`src/rtl/product_acc_pkg.sv`:
```
// Shared types and defaults for the product accumulator that sits behind
// the 8x8 shift-add multiplier.
package product_acc_pkg;

  typedef enum logic [1:0] {
    IDLE,
    ACCUM,
    DRAIN,
    HOLD
  } state_t;

  localparam int PROD_W            = 16;
  localparam int ACC_W_DEFAULT     = 24;
  localparam int MAX_BEATS_DEFAULT = 16;

endpackage

```
`src/rtl/acc_adder.sv`:
```
// ACC_W-bit accumulate of a zero-extended product with carry-out.
// Define PRODUCT_ACCUMULATOR_SAT_EN to clamp the sum on carry-out instead of wrapping.
module acc_adder
  import product_acc_pkg::*;
#(
  parameter int ACC_W = ACC_W_DEFAULT
) (
  input  logic [ACC_W-1:0]  acc_i,
  input  logic [PROD_W-1:0] prod_i,
  output logic [ACC_W-1:0]  sum_o,
  output logic              carry_o
);

  logic [ACC_W:0] full_sum;

  assign full_sum = {1'b0, acc_i} + (ACC_W+1)'(prod_i);
  assign carry_o  = full_sum[ACC_W];

`ifdef PRODUCT_ACCUMULATOR_SAT_EN
  // A clamped acc carries again on any non-zero product, so it stays clamped.
  assign sum_o = carry_o ? '1 : full_sum[ACC_W-1:0];
`else
  assign sum_o = full_sum[ACC_W-1:0];
`endif

endmodule

```
`src/rtl/product_accumulator.sv`:
```
// Registers multiplier products and sums each in_last-terminated group, holding the
// result until consumed. Saturation is enabled with PRODUCT_ACCUMULATOR_SAT_EN.
module product_accumulator
  import product_acc_pkg::*;
#(
  parameter  int ACC_W     = ACC_W_DEFAULT,
  parameter  int MAX_BEATS = MAX_BEATS_DEFAULT,
  localparam int CNT_W     = $clog2(MAX_BEATS + 1)
) (
  input  logic              clk,
  input  logic              rst_n,
  input  logic [PROD_W-1:0] in_prod,
  input  logic              in_valid,
  input  logic              in_last,
  output logic              in_ready,
  output logic [ACC_W-1:0]  out_sum,
  output logic [CNT_W-1:0]  out_count,
  output logic              out_ovf,
  output logic              out_trunc,
  output logic              out_valid,
  input  logic              out_ready
);

  state_t              state_q;
  logic                in_ready_q, out_valid_q;
  logic [PROD_W-1:0]   p_q, p_d;
  logic                p_vld_q, p_vld_d, p_last_q, p_last_d;
  logic [ACC_W-1:0]    acc_q, acc_d;
  logic [CNT_W-1:0]    cnt_q, cnt_d;
  logic                ovf_q, ovf_d, trunc_q, trunc_d;

  logic                accept, consume, at_max, close_grp, add_carry;
  logic [CNT_W-1:0]    cnt_inc;
  logic [ACC_W-1:0]    add_sum;

  assign accept    = in_valid & in_ready_q;
  assign consume   = out_valid_q & out_ready;
  assign cnt_inc   = cnt_q + CNT_W'(1);
  assign at_max    = (cnt_inc == CNT_W'(MAX_BEATS));
  assign close_grp = in_last | at_max;

  acc_adder #(.ACC_W(ACC_W)) u_adder (
    .acc_i   (acc_q),
    .prod_i  (p_q),
    .sum_o   (add_sum),
    .carry_o (add_carry)
  );

  always_comb begin
    // NOTE: every _d gets a default first so no path leaves it unassigned (no latches).
    p_d      = p_q;
    p_vld_d  = 1'b0;
    p_last_d = p_last_q;
    acc_d    = acc_q;
    cnt_d    = cnt_q;
    ovf_d    = ovf_q;
    trunc_d  = trunc_q;
    if (accept) begin
      p_d      = in_prod;
      p_vld_d  = 1'b1;
      p_last_d = close_grp;
      cnt_d    = cnt_inc;
      trunc_d  = at_max & ~in_last;
    end
    if (p_vld_q) begin
      acc_d = add_sum;
      ovf_d = ovf_q | add_carry;
    end
    if (consume) begin
      acc_d   = '0;
      cnt_d   = '0;
      ovf_d   = 1'b0;
      trunc_d = 1'b0;
    end
  end

  // NOTE: sequential state uses non-blocking assignments only; reset is synchronous.
  always_ff @(posedge clk) begin
    if (!rst_n) begin
      p_q      <= '0;
      p_vld_q  <= 1'b0;
      p_last_q <= 1'b0;
      acc_q    <= '0;
      cnt_q    <= '0;
      ovf_q    <= 1'b0;
      trunc_q  <= 1'b0;
    end else begin
      p_q      <= p_d;
      p_vld_q  <= p_vld_d;
      p_last_q <= p_last_d;
      acc_q    <= acc_d;
      cnt_q    <= cnt_d;
      ovf_q    <= ovf_d;
      trunc_q  <= trunc_d;
    end
  end

  always_ff @(posedge clk) begin
    if (!rst_n) begin
      state_q     <= IDLE;
      in_ready_q  <= 1'b1;
      out_valid_q <= 1'b0;
    end else begin
      case (state_q)
        IDLE, ACCUM: begin
          if (accept) begin
            if (close_grp) begin
              state_q    <= DRAIN;
              in_ready_q <= 1'b0;
            end else begin
              state_q <= ACCUM;
            end
          end
        end
        DRAIN: begin
          if (p_vld_q && p_last_q) begin
            state_q     <= HOLD;
            out_valid_q <= 1'b1;
          end
        end
        HOLD: begin
          if (out_ready) begin
            state_q     <= IDLE;
            out_valid_q <= 1'b0;
            in_ready_q  <= 1'b1;
          end
        end
        default: begin
          state_q     <= IDLE;
          in_ready_q  <= 1'b1;
          out_valid_q <= 1'b0;
        end
      endcase
    end
  end

  assign in_ready  = in_ready_q;
  assign out_valid = out_valid_q;
  assign out_sum   = acc_q;
  assign out_count = cnt_q;
  assign out_ovf   = ovf_q;
  assign out_trunc = trunc_q;

endmodule
```
`config.mk`:
```
export PLATFORM = sky130hd
export DESIGN_NAME = product_accumulator
export DESIGN_NICKNAME = d
export VERILOG_FILES = /design/src/rtl/product_acc_pkg.sv /design/src/rtl/acc_adder.sv /design/src/rtl/product_accumulator.sv
export SDC_FILE = /design/constraint.sdc
export NUM_CORES = 1
export LEC_CHECK = 0
export BUFFER_PORTS_ARGS = -buffer_cell sky130_fd_sc_hd__buf_2
export CAP_MARGIN = 40
export CORE_MARGIN = 2
export CORE_UTILIZATION = 55
export DETAILED_ROUTE_END_ITERATION = 10
export PLACE_DENSITY = 0.78
export REMOVE_ABC_BUFFERS = 1
export SLEW_MARGIN = 20
export SYNTH_ARGS = -nofsm -noshare
export SYNTH_HDL_FRONTEND = slang
export SYNTH_SLANG_ARGS = --single-unit
```
`constraint.sdc`:
```
create_clock -name clk -period 2.7 [get_ports clk]
set_input_delay 0.81 -clock clk [delete_from_list [all_inputs] [get_ports clk]]
set_output_delay 0.81 -clock clk [all_outputs]
set_load 0.01 [all_outputs]
```
## Word-level counts from Yosys, hierarchy flattened

Cells that the tools add are included.

| storage, ports and cells | value |
|---|---|
| flip-flop bits (word level) | 53 |
| logic and storage cells | 49 |

| operators by class | value |
|---|---|
| mux-type cells | 13 |
| equality and inequality tests | 8 |
| bitwise logic cells | 7 |
| add/subtract/negate cells | 2 |
| reductions and logical operators | 9 |

Operators with widths:

| kind | count |
|---|---|
| $add A24 B16 Y25 | 1 |
| $mux W2 | 4 |
| $ne A2 B2 Y1 const B | 4 |
| $mux W1 | 6 |
| $pmux W2 S3 | 1 |
| $reduce_and A3 Y1 | 2 |
| $add A5 B1 Y5 const B | 1 |
| $eq A5 B5 Y1 const B | 1 |
| $eq A2 B2 Y1 const B | 2 |
| $pmux W1 S2 | 2 |
| $reduce_and A4 Y1 | 1 |
| $reduce_bool A2 Y1 | 2 |
| $reduce_or A2 Y1 | 2 |
| $and A1 B1 Y1 | 3 |
| $eq A2 B1 Y1 const B | 1 |
| $logic_not A2 Y1 | 1 |
| $not A1 Y1 | 2 |
| $or A1 B1 Y1 | 2 |
| $logic_and A1 B1 Y1 | 1 |

## Logic depth before layout (Yosys ltp)

Gate-level depths: netlist (run 1).

| depth | value |
|---|---|
| word-level depth | 6 |
| mapped depth | 8 |
| mapped depth without buffers | 8 |

## Cells and area by module

From an unflattened synthesis (run 1), not the netlist that was laid out.

| second synthesis, totals | value |
|---|---|
| cell total of the unflattened synthesis | 351 |
| area, all modules | 2,970.3 um^2 |

By module, submodules not included:

| module | area each (um^2) | instances | cells each |
|---|---|---|---|
| product_accumulator | 1,994.4 | 1 | 220 |
| acc_adder | 975.9 | 1 | 131 |

## Worst setup path after synthesis (run 1)

OpenSTA, ideal clock, no wires.

| timing | value |
|---|---|
| kind | reg-to-reg |
| start point | reg acc_q[0], in the netlist out_sum[0] |
| end point | reg acc_q[8], in the netlist out_sum[8] |
| stages on the path, launching flop included | 9 |
| required time | 2,583 ps |
| path slack | 419 ps |
| data arrival time | 2,163 ps |
| setup time | 117 ps |
| cells stage by stage | dfxtp_1 ha_1 fa_1 a211oi_2 o21ai_1 and2_1 o21a_1 o311a_1 a32o_1 |

| between the ends | value |
|---|---|
| longest elaborated chain between the ends | 1 |

Ends and longest elaborated chain:

| element | line | source |
|---|---|---|
| start, declared | product_accumulator.sv:28 | `logic [ACC_W-1:0] acc_q, acc_d;` |
| start signal, assigned | product_accumulator.sv:83 | `acc_q <= '0;` |
| start signal, assigned | product_accumulator.sv:91 | `acc_q <= acc_d;` |
| $add A24 B16 Y25 | acc_adder.sv:16 | `assign full_sum = {1'b0, acc_i} + (ACC_W+1)'(prod_i);` |

No other way between the ends.
A chain may end at the register's enable or synchronous reset.

## Final worst setup path (run 1)

Same ends and word-level chain as after synthesis.

==> qor.yml, run 1 <==
fp.dieH_um: 76.1
clockBufferDepth: 2
hold_violations: 0
r2r_end: "out_sum[8]"
critPathArrivalTime_ns: 2.59
synth_area_leaders: "dfxtp_1 37%, nand2_1 8.7%, ha_1 7.4%, a21oi_1 5.4%, nor2_1 3.9%"
synth.most_common_cell: "nand2_1"
relSlewSlack: 0.669
cts_setup_buffers: 0
netlist_instances: 348
clock_latency_ns: 0.29
finalClockSkew_ns: 0.00314
overflow: 0
crit_end: "out_sum[8]"
ir_drop_mv: 0.396
leakage_uw: 0.00149
first_pass_iters: 4
dieArea_um2: 5780
layout-drive-gt1-share: 0.183
ant_nets: 0
drt_wl_total_um: 6260
hold_class: "reg2reg"
avgRoutedWirePerCell_um: 13.3
start_util: 0.566
ys_seq_area_frac: 0.372
yosys.area.top_type: "dfxtp_1"
clk_pin_slew_worst_paths_ns: 0.09
worst-r2r-cell-count: 8
syn_area_um2: 2860
cts_tree: "done"
drc_errors: 0
timing.rr.start: "out_sum[0]"
ys_ff_latch: 53
grt_pass1_vias: 2453
drv_cap: 0
boundaryPins: 54
synth-edff-count: 0
core_um2: 5040
place_hpwl_um: 4600
synth_top_area_share: 0.372
start_kind: "flip-flop"
portBuffers: 53
globalplace.congestion: 0.892
max_freq_mhz: 418
power_density_nw_per_um2: 456
synth_ff_type: "dfxtp_1"
endpoint_kind: "flip-flop"
cts_resized: 0
synth-async-reset-ratio: 0
fin_tns_setup_ns: 0
place_ws_ns: 0.347
synth_cell_types: 52
diodes: 0
die_w_um: 76.1
startpoint: "out_sum[0]"
cts_hold_buf: 0
finalWorstSetupSlack_ns: 0.306
syn_to_final_growth_pct: 15.0
yosysWarnings: 0
rrSetupSlack_ns: 0.31
tightest_slew_ns: 0.496
cts_num_sinks: 53
numCtsBuffers: 5
globalRouteTotalUtil: 0.221
drv_slew: 0
drt_iter0_markers: 201
grt_max_degree: 21
grt_pass1_wl_um: 10700
min_from: "p_q[8]"
antenna_found_initial: 0
fin_util: 0.651
status: "finished, final reports clean"
avgSynthCellArea_um2: 8.20
synth_common_cells: "66 x nand2_1, 53 x dfxtp_1, 31 x a21oi_1"
cp.required_ns: 2.90
crit_fanout: 3
via_per_inst: 5.64
cts_root_buf: "clkbuf_8"
rsz0062_at_grt: "no"
setup_viol: 0
h-tree-depth: 2
critPathKind: "reg2reg"
fin_crit_sh: 0.887
fin_crit_ns: 2.39
row_count: 26
vias: 2644
final_nets: 438
state kept, by name (all words and copies together) (netlist names):
signal     flops
in_ready       1
p_vld_q        1
out_trunc      1
out_sum       24
p_last_q       1
out_valid      1
p_q           16
out_count      5
state_q        2
out_ovf        1
how the worst min path moves through the flow:
stage / to / slack [ns] / cells after the start
2_1_floorplan: p_q[0] / 0.44 / 2
6_report: p_q[8] / 0.46 / 2
4_1_cts: p_q[8] / 0.47 / 2
3_3_place_gp: p_q[10] / 0.45 / 2
5_1_grt: p_q[8] / 0.49 / 2
3_5_place_dp: p_q[8] / 0.45 / 2
logic make-up after synthesis:
family	share of synthesized area
AND/OR/NAND/NOR	0.214
AO/OA/AOI/OAI	0.246
flip-flops	0.372
buffers and inverters	0.0289
adder cells (fa/ha/maj)	0.0815
XOR/XNOR	0.0337
multiplexers	0.0245
per-stage QoR:
step / instance area, um^2 / hold WS (ns) / cells / power, uW
global route: 3280 / 0.489 / 469 / 1560
global placement: 3200 / 0.449 / 462 / 1070
CTS: 3280 / 0.466 / 469 / 1510
detailed placement: 3200 / 0.454 / 462 / 1070
floorplan: 2800 / 0.440 / 333 / 995
finish: 3280 / 0.463 / 469 / 1500
layout make-up:
class | count | area [um^2]
multi-input combinational | 273 | 1710
tap | 70 | 87.6
timing repair buffer | 59 | 310
fill | 459 | 1760
sequential | 53 | 1060
inverter | 7 | 26.3
clock buffer | 7 | 86.3
cells in the final DEF, fill, tap and decap left out, types with 3 or more instances in the layout:
cell | Yosys | final
a211oi_1 | 9 | 9
a21o_1 | 7 | 7
a21oi_1 | 31 | 31
a31oi_1 | 9 | 9
a41o_1 | 3 | 3
and2_1 | 3 | 3
and3_1 | 4 | 4
buf_2 | 0 | 53
buf_4 | 0 | 6
clkbuf_8 | 0 | 6
dfxtp_1 | 53 | 53
ha_1 | 17 | 17
inv_1 | 6 | 6
mux2i_1 | 7 | 7
nand2_1 | 66 | 66
nand2b_1 | 4 | 4
nand3_1 | 4 | 4
nand3b_1 | 3 | 3
nand4_1 | 3 | 3
nand4b_1 | 3 | 3
nor2_1 | 30 | 30
nor2b_1 | 3 | 3
nor3_1 | 5 | 5
o211ai_1 | 4 | 4
o21a_1 | 7 | 7
o21ai_0 | 5 | 5
o21ai_1 | 9 | 9
xnor2_1 | 5 | 5
xor2_1 | 6 | 6
metal layers:
metal	vias up	global-route usage	wire length [um]
met5	-	0	0
met4	0	0.0636	75
met3	7	0.0450	261
met2	52	0.399	3000
met1	1236	0.266	2920
li1	1349	-	-
power by group:
| part | switching [uW] | leakage (uW) | internal, uW |
|---|---|---|---|
| sequential | 27.1 | 0.000432 | 814 |
| combinational | 128 | 0.00102 | 86.1 |
| clock | 239 | 0.0000443 | 204 |
critical path, stage by stage, from the launching register on:
cell and delay [ns]:
dfxtp_1 0.33, ha_1 0.22, fa_1 0.44, a211oi_2 0.31, o21ai_1 0.15, and2_1 0.17, o21a_1 0.18, o311a_1 0.29
a32o_1 0.21
No activity file was read; power rests on OpenSTA's default activity.
==> run 2, diff against run 1 <==
--- a/config.mk
+++ b/config.mk
@@ -8,9 +8,9 @@
 export BUFFER_PORTS_ARGS = -buffer_cell sky130_fd_sc_hd__buf_2
 export CAP_MARGIN = 40
 export CORE_MARGIN = 2
-export CORE_UTILIZATION = 55
+export CORE_UTILIZATION = 50
 export DETAILED_ROUTE_END_ITERATION = 10
-export PLACE_DENSITY = 0.78
+export PLACE_DENSITY = 0.75
 export REMOVE_ABC_BUFFERS = 1
 export SLEW_MARGIN = 20
 export SYNTH_ARGS = -nofsm -noshare
==> constraint.sdc (replaced) <==
create_clock -name clk -period 2.1 [get_ports clk]
set_input_delay 0.63 -clock clk [delete_from_list [all_inputs] [get_ports clk]]
set_output_delay 0.63 -clock clk [all_outputs]
set_load 0.01 [all_outputs]
==> run 2 against run 1 <==
  * The flow now finishes with violations (setup timing)
  * Die area increased by 9.5%
  * Final cell count up 4.7%
  * Flip-flop and latch count unchanged
  * Global-route usage shrank 0.20 points
  * Sequential power grew 30%
  * Critical path type unchanged
  * Critical endpoint unchanged
==> qor.yml, run 2 (synthesis results as in run 1) <==
finalClockSkew_ns: 0.00654
clk_pin_slew_worst_paths_ns: 0.09
globalRouteTotalUtil: 0.219
p_total_uw: 1960
via_per_inst: 5.66
final_common_cell: "nand2_1"
fp.dieH_um: 79.6
dieArea_um2: 6330
cp.buffers_inverters: 0
drt_wl_total_um: 7000
critPathKind: "reg2reg"
placed_cell_area_um2: 3270
holdPathStages: 2
drc_errors: 0
design_area_um2: 3580
leakage_uw: 0.00159
antenna_found_initial: 0
grt_max_degree: 21
multi_input_area_um2: 1860
cts_root_buf: "clkbuf_8"
fin_crit_sh: 1.04
mostFrequentLayoutCells: "66 x nand2_1, 53 x buf_2, 47 x dfxtp_1"
power_density_nw_per_um2: 548
rsz0062_at_grt: "yes"
layout-drive-gt1-share: 0.284
path_delay_family: "compound AO/OA/AOI/OAI gates"
overflow: 0
crit_chain: "ha_4 -> fa_2 -> a211oi_2 -> o21ai_1 -> and2_4 -> o21a_1 -> o311a_1 -> a32o_1"
grt_pass1_vias: 2533
timing.hold.ws_ns: 0.470
diodes: 0
cp.required_ns: 2.31
start_kind: "flip-flop"
regArea_um2: 1070
crit_fanout: 2
drv_cap: 0
fin_util: 0.650
drt_iter0_markers: 159
drv_slew: 0
status: "finished with violations"
worst-r2r-cell-count: 8
portBuffers: 53
tightest_slew_ns: 0.496
start_util: 0.519
grt_pass1_wl_um: 11200
relSlewSlack: 0.668
die_w_um: 79.6
hold_class: "reg2reg"
clockBufferDepth: 2
vias: 2777
syn_to_final_growth_pct: 25.4
first_pass_iters: 4
avgRoutedWirePerCell_um: 14.3
finalWorstSetupSlack_ns: -0.0801
row_count: 27
hold_violations: 0
clock_latency_ns: 0.31
nFillCells: 480
core_um2: 5510
boundaryPins: 54
largest_register_ff_count: 24
endpoint_kind: "flip-flop"
cts_tree: "done"
setup_viol: 7
cts_num_sinks: 53
globalplace.congestion: 0.807
ant_nets: 0
max_freq_mhz: 459
numCtsBuffers: 5
slowest_delay_ns: 0.38
cts_hold_buf: 0
critPathArrivalTime_ns: 2.39
final_nets: 457
violations: "setup timing"
fin_tns_setup_ns: -0.393
ir_drop_mv: 0.363
h-tree-depth: 2
place_hpwl_um: 4880
crit_path_top_delay_cell: "fa_2"
fin_crit_ns: 2.18
cp.depth: 8
[run 2: timing repair]
item,4_1_cts,5_1_grt
pin swaps,9,11
setup endpoints to repair,14,15
endpoints found under the hold margin,0,0
cloned,0,1
setup buffers,4,4
resized for setup,12,18
[run 2: worst register-to-register path, delay by kind of cell, from the launching register on]
kind                       cells  cell delay, ns
AOI/OAI and AO/OA              5            1.04
and+or+nand+nor                1            0.16
DFF                            1            0.35
adders and majority gates      2            0.55
[run 2: per-stage QoR]
stage               instances  worst slack [ns]
floorplan                 333            -0.181
global placement          474            -0.148
detailed placement        474            -0.155
CTS                       486           -0.0374
global route              491            -0.144
finish                    491           -0.0801
[run 2: layout make-up]
cell class	instances	area share
Timing Repair Buffer	77	0.124
Clock inverter	2	0.00280
Clock buffer	6	0.0203
Tap cell	72	0.0252
Sequential cell	53	0.299
Inverter	7	0.00734
Multi-Input combinational cell	274	0.521
[run 2: final timing paths]
check | start | endpoint | slack (ns)
max | out_sum[0] | out_sum[8] | -0.08
min | p_q[8] | p_q[8] | 0.47
max reg2reg | out_sum[0] | out_sum[8] | -0.08
min reg2reg | p_q[8] | p_q[8] | 0.47
[run 2: per-layer routing]
metal  routed length, um  track usage
met5                   0            0
met1                3080        0.275
met2                3400        0.379
met3                 356       0.0452
met4                 165       0.0603
[run 2: power breakdown]
group	internal, uW	switching (uW)	total [uW]	leakage, uW
clock	232	338	570	0.0000450
sequential	1050	38.1	1090	0.000435
combinational	131	175	306	0.00111
==> run 3, diff against run 2 <==
--- a/config.mk
+++ b/config.mk
@@ -15,4 +15,5 @@
 export SLEW_MARGIN = 20
 export SYNTH_ARGS = -nofsm -noshare
 export SYNTH_HDL_FRONTEND = slang
+export SYNTH_HIERARCHICAL = 1
 export SYNTH_SLANG_ARGS = --single-unit
==> run 3 against run 2 <==
  * The flow still finishes with violations (setup timing)
  * Sequential share of layout area barely moved
  * Critical endpoint is now out_sum[13]
  * Highest routed layer unchanged
  * Largest power group unchanged
  * Register-to-register slack got worse by 0.05 ns
  * Total power rose by 1.0%
==> qor.yml, run 3 <==
status: "finished with violations"
violations: "setup timing"
cts_tree: "done"
fin_tns_setup_ns: -0.782
clock_latency_ns: 0.30
avgRoutedWirePerCell_um: 13.4
endpoint_kind: "flip-flop"
final_nets: 452
largest_register_ff_count: 24
synth-edff-count: 0
boundaryPins: 54
ir_drop_mv: 0.308
path_delay_family: "compound AO/OA/AOI/OAI gates"
cp_common_cell: "mux2i_1"
relSlewSlack: 0.668
comb_power_share: 0.154
start_kind: "flip-flop"
crit_fanout: 4
cp.buffers_inverters: 1
rsz0062_at_grt: "yes"
place_ws_ns: -0.128
synth_top_area_share: 0.357
leakage_uw: 0.00157
globalplace.congestion: 0.857
synth_area_leaders: "dfxtp_1 36%, mux2i_1 8.4%, ha_1 7.6%, nand2_1 7.2%, a21oi_1 5.7%"
ys_seq_area_frac: 0.357
clkPwrFrac: 0.296
clockBufferDepth: 2
globalRouteTotalUtil: 0.206
setup_viol: 12
cp.required_ns: 2.30
first_pass_iters: 4
grt_pass1_wl_um: 10700
critPathArrivalTime_ns: 2.43
clk_pin_slew_worst_paths_ns: 0.09
numCtsBuffers: 5
finalWorstSetupSlack_ns: -0.125
layout-drive-gt1-share: 0.257
fin_crit_sh: 1.06
syn_to_final_growth_pct: 20.4
row_count: 28
drv_slew: 0
p_switching_uw: 540
crit_chain: "ha_1 -> a21oi_1 -> nand4b_1 -> buf_4 -> a211oi_2 -> o2111ai_2 -> mux2i_1 -> nand4_1 -> mux2i_1 -> nor2_1"
synth_common_cells: "57 x nand2_1, 53 x dfxtp_1, 42 x nor2_1"
yosys.area.top_type: "dfxtp_1"
power_density_nw_per_um2: 554
cts_num_sinks: 53
core_um2: 5820
portBuffers: 53
avgSynthCellArea_um2: 8.46
drv_cap: 0
cts_root_buf: "clkbuf_8"
worst-r2r-cell-count: 10
netlist_instances: 351
cts_hold_buf: 0
synth.most_common_cell: "nand2_1"
synth_ff_type: "dfxtp_1"
drt_iter0_markers: 102
tightest_slew_ns: 0.498
h-tree-depth: 2
die_w_um: 81.1
mostFrequentLayoutCells: "57 x nand2_1, 53 x buf_2, 49 x dfxtp_1"
syn_area_um2: 2970
grt_pass1_vias: 2372
holdPathStages: 2
dieArea_um2: 6570
crit_path_top_delay_cell: "dfxtp_4"
synth-async-reset-ratio: 0
p_seq_frac: 0.550
start_util: 0.511
via_per_inst: 5.39
antenna_found_initial: 0
fp.dieH_um: 81.1
synth_cell_types: 46
hold_class: "reg2reg"
drc_errors: 0
max_freq_mhz: 449
hold_violations: 0
yosysWarnings: 6
ys_ff_latch: 53
final_common_cell: "nand2_1"
drt_wl_total_um: 6540
ant_nets: 0
cp.depth: 10
rrSetupSlack_ns: -0.13
vias: 2626
overflow: 0
diodes: 0
finalClockSkew_ns: 0.00297
place_hpwl_um: 4780
critPathKind: "reg2reg"
grt_max_degree: 21
slowest_delay_ns: 0.37
timing.hold.ws_ns: 0.467
fin_crit_ns: 2.23
p_int_uw: 1440
netSwitchingFraction: 0.272
## run 3: changes by cell type in the layout (fill, tap and decap cells not counted), sizes merged, moves of 4 or more
cell,change
nand2,-9
xnor2,+6
nand2b,-4
a31oi,-8
buf,-9
a21oi,+5
o21a,-6
a21boi,+7
mux2i,+18
xor2,+9
nor2,+12
a211oi,-6
a21o,-4
## run 3: repair_timing
action	CTS	global route
endpoints found under the setup margin	9	13
gates resized for setup	8	17
hold endpoints to repair	0	0
buffers inserted	0	4
cloned	0	0
pin swaps	5	17
## run 3: path summary, 6_finish.rpt
| path | from | endpoint |
|---|---|---|
| max reg2reg | out_sum[1] | out_sum[13] |
| max | out_sum[1] | out_sum[13] |
| min | p_q[4] | p_q[4] |
| min reg2reg | p_q[4] | p_q[4] |
## run 3: stage by stage
stage	instance area (um^2)	total power, uW	std cells	util
finish	3580	1980	487	0.615
global route	3580	2070	487	0.615
CTS	3490	2000	483	0.599
detailed placement	3360	1410	476	0.577
global placement	3360	1410	476	0.577
floorplan	2900	1300	337	-
## run 3: final cells by class
type,count,area [um^2]
fillers,542,2240
multi-input cells,277,1910
flip-flops and latches,53,1070
repair buffers,68,390
well taps,75,93.8
clock buffers,7,86.3
inverters,7,26.3
## run 3: power by group through the flow
stage,logic [uW],clock network [uW],registers [uW]
2_1_floorplan,187,0,1120
3_3_place_gp,295,0,1110
3_5_place_dp,299,0,1110
4_1_cts,303,604,1090
5_1_grt,343,633,1100
6_report,306,587,1090
## run 3: worst min-delay path: cells and delay by family (launching register included)
family | cells | cell delay, ns
simple gates | 1 | 0.05
compound gates | 1 | 0.05
flops | 1 | 0.32
## run 3: kinds of logic (layout without fill, tap and decap cells)
group / Yosys count / in the layout / synth area share
buffers and inverters: 21 / 82 / 0.0312
XOR/XNOR: 26 / 26 / 0.0767
multiplexers: 25 / 25 / 0.0842
flip-flops: 53 / 53 / 0.357
AO/OA/AOI/OAI: 81 / 81 / 0.186
AND/OR/NAND/NOR: 126 / 126 / 0.182
adder cells (fa/ha/maj): 19 / 19 / 0.0826
## run 3: metal layers
metal / GRT usage / share of wire
met5: 0 / 0
met4: 0.0593 / 0.011
met3: 0.0389 / 0.042
met2: 0.345 / 0.48
met1: 0.269 / 0.47
